File: config.mk
export PLATFORM = sky130hd
export DESIGN_NAME = fetch_ctrl
export DESIGN_NICKNAME = d
export VERILOG_FILES = /design/src/rtl/fetch_ctrl.sv
export SDC_FILE = /design/constraint.sdc
export NUM_CORES = 1
export LEC_CHECK = 0
export ABC_AREA = 1
export CORE_MARGIN = 2
export CORE_UTILIZATION = 35
export CTS_BUF_LIST = sky130_fd_sc_hd__clkbuf_16
export DETAILED_ROUTE_END_ITERATION = 7
export PLACE_DENSITY = 0.9
export SYNTH_ARGS = -nofsm -noshare
export SYNTH_HDL_FRONTEND = slang
export SYNTH_SLANG_ARGS = --single-unit
File: constraint.sdc
create_clock -name clk -period 1.7 [get_ports clk]
set_input_delay 0.34 -clock clk [delete_from_list [all_inputs] [get_ports clk]]
set_output_delay 0.34 -clock clk [all_outputs]
set_load 0.1 [all_outputs]
File: src/rtl/fetch_ctrl.sv
// fetch_ctrl: fetch-stage sequencer for the redirecting five-stage pipeline.
//
// A BOOT/RUN/HALT state machine arbitrates between sequential fetch, EX-stage
// taken branches, ID-stage jumps, load-use stalls and a syscall halt. Every
// control output is combinational from the current state and the same-cycle
// inputs, so the PC and the pipeline registers act on the decision at the
// same clock edge.
//
// Optional feature macro: FETCH_PERF_EN. When it is defined, cycle, stall and
// redirect counters are built. When it is not defined, the counter outputs
// are tied to zero and no counter flops exist.
//
// Ports:
//   clk            in   system clock, rising edge
//   rst            in   asynchronous reset, active low
//   pc_in          in   current PC from IF
//   br_taken_ex    in   branch in EX resolved taken
//   br_target_ex   in   branch target from EX
//   jmp_id         in   unconditional jump decoded in ID
//   jmp_target_id  in   jump target from ID
//   load_use       in   load-use hazard detected in ID
//   halt_req       in   syscall-halt instruction in EX
//   go             in   resume pulse, only honoured in HALT
//   nextpc         out  next PC to IF
//   pcenable       out  PC write enable
//   ifid_en        out  IF/ID register enable
//   ifid_flush     out  clear IF/ID to a bubble
//   idex_flush     out  clear ID/EX to a bubble
//   halted         out  high while in HALT
//   cyc_cnt        out  RUN cycle count
//   stall_cnt      out  RUN/HALT cycles with the PC held
//   redir_cnt      out  branches and jumps acted on
module fetch_ctrl #(
  parameter logic [31:0] RESET_PC    = 32'h0000_0000,
  parameter int          BOOT_CYCLES = 2
) (
  input  logic        clk,
  input  logic        rst,
  input  logic [31:0] pc_in,
  input  logic        br_taken_ex,
  input  logic [31:0] br_target_ex,
  input  logic        jmp_id,
  input  logic [31:0] jmp_target_id,
  input  logic        load_use,
  input  logic        halt_req,
  input  logic        go,
  output logic [31:0] nextpc,
  output logic        pcenable,
  output logic        ifid_en,
  output logic        ifid_flush,
  output logic        idex_flush,
  output logic        halted,
  output logic [31:0] cyc_cnt,
  output logic [31:0] stall_cnt,
  output logic [31:0] redir_cnt
);

  typedef enum logic [1:0] {
    S_BOOT = 2'd0,
    S_RUN  = 2'd1,
    S_HALT = 2'd2
  } state_t;

  localparam logic [3:0] BOOT_INIT = 4'(BOOT_CYCLES - 1);

  state_t      r_state;
  state_t      w_state_nxt;
  logic [3:0]  r_boot_cnt;
  logic [31:0] w_pc_plus4;

  assign w_pc_plus4 = pc_in + 32'd4;

  always_ff @(posedge clk or negedge rst) begin
    if (!rst) begin
      r_state    <= S_BOOT;
      r_boot_cnt <= BOOT_INIT;
    end else begin
      r_state <= w_state_nxt;
      if (r_state == S_BOOT && r_boot_cnt != 4'd0)
        r_boot_cnt <= r_boot_cnt - 4'd1;
    end
  end

  always_comb begin
    w_state_nxt = r_state;
    nextpc      = pc_in;
    pcenable    = 1'b0;
    ifid_en     = 1'b0;
    ifid_flush  = 1'b0;
    idex_flush  = 1'b0;
    halted      = 1'b0;
    case (r_state)
      S_BOOT: begin
        nextpc     = RESET_PC;
        ifid_flush = 1'b1;
        idex_flush = 1'b1;
        if (r_boot_cnt == 4'd0)
          w_state_nxt = S_RUN;
      end
      S_RUN: begin
        if (br_taken_ex) begin
          // A branch resolving in EX outranks a halt in EX: the halting
          // instruction is on the squashed wrong path.
          nextpc     = br_target_ex;
          pcenable   = 1'b1;
          ifid_en    = 1'b1;
          ifid_flush = 1'b1;
          idex_flush = 1'b1;
        end else if (halt_req) begin
          idex_flush  = 1'b1;
          w_state_nxt = S_HALT;
        end else if (jmp_id) begin
          nextpc     = jmp_target_id;
          pcenable   = 1'b1;
          ifid_en    = 1'b1;
          ifid_flush = 1'b1;
        end else if (load_use) begin
          idex_flush = 1'b1;
        end else begin
          nextpc   = w_pc_plus4;
          pcenable = 1'b1;
          ifid_en  = 1'b1;
        end
      end
      S_HALT: begin
        halted     = 1'b1;
        idex_flush = 1'b1;
        if (go)
          w_state_nxt = S_RUN;
      end
      default: begin
        w_state_nxt = S_BOOT;
      end
    endcase
  end

`ifdef FETCH_PERF_EN
  logic [31:0] r_cyc_cnt;
  logic [31:0] r_stall_cnt;
  logic [31:0] r_redir_cnt;
  logic        w_redir;
  logic        w_stall;

  // A jump only redirects when neither a branch nor a halt outranks it.
  assign w_redir = (r_state == S_RUN) && (br_taken_ex || (!halt_req && jmp_id));
  assign w_stall = (r_state == S_RUN || r_state == S_HALT) && !pcenable;

  always_ff @(posedge clk or negedge rst) begin
    if (!rst) begin
      r_cyc_cnt   <= 32'd0;
      r_stall_cnt <= 32'd0;
      r_redir_cnt <= 32'd0;
    end else begin
      if (r_state == S_RUN) r_cyc_cnt   <= r_cyc_cnt + 32'd1;
      if (w_stall)          r_stall_cnt <= r_stall_cnt + 32'd1;
      if (w_redir)          r_redir_cnt <= r_redir_cnt + 32'd1;
    end
  end

  assign cyc_cnt   = r_cyc_cnt;
  assign stall_cnt = r_stall_cnt;
  assign redir_cnt = r_redir_cnt;
`else
  assign cyc_cnt   = 32'h0;
  assign stall_cnt = 32'h0;
  assign redir_cnt = 32'h0;
`endif

endmodule
# == Word-level counts from Yosys, hierarchy flattened ==
# Cells that the tools add are included.
# op_classes
n_addsub,2
eq_ne,6
n_mux,25
n_reduce_logical,6
# ops
operator,count
32-bit 2-to-1 mux,4
32-bit one-hot mux with 2 select lines,1
32-bit by 3-bit adder with 32-bit output (second input constant),1
1-bit 2-to-1 mux,13
2-bit 2-to-1 mux,4
2-bit != test (second input constant),3
2-bit one-hot mux with 3 select lines,1
4-bit zero test,1
1-bit one-hot mux with 2 select lines,2
4-bit AND reduction,1
4-bit nonzero test,1
4-bit by 1-bit subtractor with 4-bit output (second input constant),1
2-bit by 1-bit == test with 1-bit output (second input constant),1
2-bit == test (second input constant),1
2-bit zero test,1
2-bit by 1-bit != test with 1-bit output (second input constant),1
2-bit OR reduction,1
1-bit logical AND,1
# word_totals
reg_bits,6
inputBits,103
output_inout_bits,133
elab_cells,41

# == Logic depth before layout (Yosys ltp) ==
# depth
depth_word,6
mapped_depth,12
mapped_depth_nobuf,12

# == Least setup slack after synthesis ==
# OpenSTA, ideal clock, no wires.
# synth_path
path_kind,input to output
startpoint,input port jmp_id
endpoint,output port nextpc[3]
arrival_ns,3.089
required_ns,1.360
path_slack_ns,-1.729
stages,6
n_path_buf,2
cell_sequence,clkbuf_1 -> buf_2 -> a21oi_1 -> o211ai_1 -> o21ai_0 -> o21ai_0
# synth_via
elab_chain_cells,4
# synth_rtl
item,line_no,text
from (decl),42,"input logic jmp_id,"
32-bit 2-to-1 mux,112,end else if (jmp_id) begin
32-bit 2-to-1 mux,109,end else if (halt_req) begin
32-bit 2-to-1 mux,101,if (br_taken_ex) begin
32-bit one-hot mux with 2 select lines,92,case (r_state)
to (decl),47,"output logic [31:0] nextpc,"
# No other way between the ends.

# == Worst setup path after layout ==
# layout_path
startpoint,input port pc_in[2]
endpoint,output port nextpc[14]
# layout_via
elab_chain_cells,6
# layout_rtl
item,line_no,text
from (decl),39,"input logic [31:0] pc_in,"
32-bit by 3-bit adder with 32-bit output,71,assign w_pc_plus4 = pc_in + 32'd4;
32-bit 2-to-1 mux,117,end else if (load_use) begin
32-bit 2-to-1 mux,112,
32-bit 2-to-1 mux,109,
32-bit 2-to-1 mux,101,
32-bit one-hot mux with 2 select lines,92,
# No other way between the ends.

==> impl_metrics.toml <==
[detailed_routing]
vias_per_cell = 4.95
vias = 4871
drtAntennaViolNets = 0
drc = 0
drt_iter0_drc = 315
wire_per_inst_um = 15.8
firstDrtPassIters = 5
wirelength_um = 15600

[critical_path]
cpPeakStageDelay_ns = 0.17
crit_fanout = 5
crit_type = "in -> out"
cp_top_family = "simple AND/OR/NAND/NOR gates"
slowest_stage = "xor2_1"
worstSetupStartpointType = "primary input"
worst-path-buf-inv = 3
crit_path_end_kind = "primary output"
required_ns = 1.36
critPathArrivalTime_ns = 1.74
path_cells = "buf_8, ha_4, nand2_2, nor2_4, inv_2, nor2_4, xor2_1, nand2_1, nand2_1, nand2_2, nand2_8, buf_12"

[yosys]
ys_seq_elements = 6
avgSynthCellArea_sq_um = 5.17
synthFlopType = "dfrtp_1"
yosysUniqueCellTypes = 35
ys_seq_area_frac = 0.0454
synthCells = 645
syn_area_sq_um = 3340
yosys_warnings = 0
ys_async_sr_fraction = 1.00
synth_edf_count = 0

[sta]
rsz0062_at_grt = "true"
slew_viol_final = 0
hold_ws_ns = 0.354
min_period_ns = 2.08
skew_ns = 0.00268
setup_ws_ns = -0.376
period_share = 1.22
setup_viol = 37
hold_viol_final = 0
fmax_ghz = 0.482

[cells_and_area]
area_growth_pct = 95.2
layout_common_cells = "169 x nand2_1, 96 x conb_1, 78 x buf_4"
final_cell_area_sq_um = 6510
drive_above_1_share = 0.383
utilization = 0.705
n_antenna_cell = 0
seqCellArea_sq_um = 153
final_common_cell = "nand2_1"
nets = 962
fill_cells = 658
multi_input_area_sq_um = 3310

[run_status]
status = "finished, violations left"
failed_checks = "negative setup slack"

[cts]
cts-root-buf = "clkbuf_16"
cts_sinks = 6
clockBufferDepth = 2
clk-insertion-delay-late_ns = 0.24
cts_buffers = 3
cts_tree = "yes"
htreeDepth = 1
clk_pin_slew_ns = 0.04
cts_hold_buf = 0

[placement]
placed_area_sq_um = 5880
gp_congestion = 0.905
pre_cts_ws_ns = -0.859
place_hpwl_um = 10500
portBuffers = 139

[grt]
grtUsageTotal = 0.262
grt_pass1_vias = 4578
grt_max_degree = 25
grt_pass1_wl_um = 21500
antenna_found_initial = 0
grt-ovfl-total = 0

[power_and_ir_drop]
p_per_area_nw_per_um2 = 1350
power.leakage_nw = 3.11
ir_drop_v = 0.000949

[die]
rows = 35
die_x_um = 102
die_h_um = 102
dieArea_sq_um = 10300
initial_core_util = 0.361
io_pins = 236
coreArea_sq_um = 9240

[worst_hold_path]
hp-class = "in -> async"

[run]
maxCapViolCount = 0
[worst reg2reg max path, stage by stage, from the launching register on]
cell and delay (ns):
dfrtp_1 0.42, buf_6 0.14, buf_6 0.13, buf_6 0.18, nor2_1 0.14, nand2_1 0.14
inv_2 0.12, nand4_1 0.10, xor2_1 0.15
[cell families (layout without fill, tap and decap cells)]
| kind of cell | Yosys count | after routing | synth area share |
|---|---|---|---|
| other cells | 1 | 96 | 0.00112 |
| compound gates | 69 | 69 | 0.113 |
| xor+xnor | 12 | 12 | 0.0315 |
| fa+ha+maj | 2 | 2 | 0.00750 |
| simple gates | 361 | 361 | 0.462 |
| buf+inv | 194 | 310 | 0.339 |
| flops | 6 | 6 | 0.0454 |
[per-stage QoR]
stage / std cells / setup TNS, ns / total power [mW]
final: 985 / -9.28 / 8.77
after global routing: 985 / -11.07 / 9.02
after CTS: 977 / -7.46 / 8.51
after detailed placement: 966 / -25.41 / 7.96
after global placement: 966 / -23.95 / 7.88
after floorplan: 740 / -0.653 / 5.70
[cells in the mapped netlist, types with 2 or more instances]
library cell  number  area (sq um)
dfrtp_1            5           125
ha_1               2          25.0
o211ai_1           4          30.0
nand2_2            4          25.0
a21oi_1           22           110
nand2_1          242           908
clkbuf_1          11          41.3
clkbuf_8           2          27.5
nor2_2             6          37.5
nand3_2            2          20.0
nand3_1           50           250
inv_2              3          11.3
inv_1             72           270
xor2_1            12           105
o21ai_0           31           155
nor2_1            43           161
buf_2              4          20.0
nor2_4             8          90.1
o21ai_1            5          25.0
nand4_1            3          18.8
clkinv_1           2          7.51
buf_4             99           743
[path summary, 6_finish.rpt]
kind                                     from             to  slack, ns  cells after the start
worst max-delay path                 pc_in[2]     nextpc[14]      -0.38                     12
worst min-delay path                      rst  r_boot_cnt[1]       0.35                      1
worst max register to register     r_state[1]  r_boot_cnt[3]       0.06                      8
worst min register to register  r_boot_cnt[1]  r_boot_cnt[1]       0.51                      2
max in group asynchronous                 rst  r_boot_cnt[0]       1.06                      1
min in group clk                r_boot_cnt[1]  r_boot_cnt[1]       0.51                      2
[layer usage]
metal / GRT usage / part of all wire
met3: 0.0373 / 0.088
met1: 0.303 / 0.37
met2: 0.465 / 0.49
met4: 0.136 / 0.053
met5: 0 / 0
[layout make-up]
type                    instances  area share
well taps                     129      0.0248
flip-flops and latches          6      0.0234
multi-input cells             540       0.508
repair buffers                229       0.384
inverters                      77      0.0475
clock inverters                 1    0.000576
clock buffers                   3      0.0115
[where the power goes]
part / switching [mW] / total [mW] / leakage, nW / internal (mW)
clock network: 0.100 / 0.407 / 0.0423 / 0.306
logic: 5.53 / 8.18 / 2.99 / 2.65
registers: 0.0199 / 0.183 / 0.0757 / 0.164
total: 5.65 / 8.77 / 3.11 / 3.12
[sequential cells by signal, indices dropped and copies added (netlist names)]
name / cells
r_state: 2
r_boot_cnt: 4
[repair_timing]
item | 4_1_cts | 5_1_grt
setup buffers | 7 | 10
hold endpoints to repair | 0 | 0
setup endpoints to repair | 37 | 38
gates resized for setup | 215 | 100
pin swaps | 40 | 47
Power figures use the tool's default switching activity.
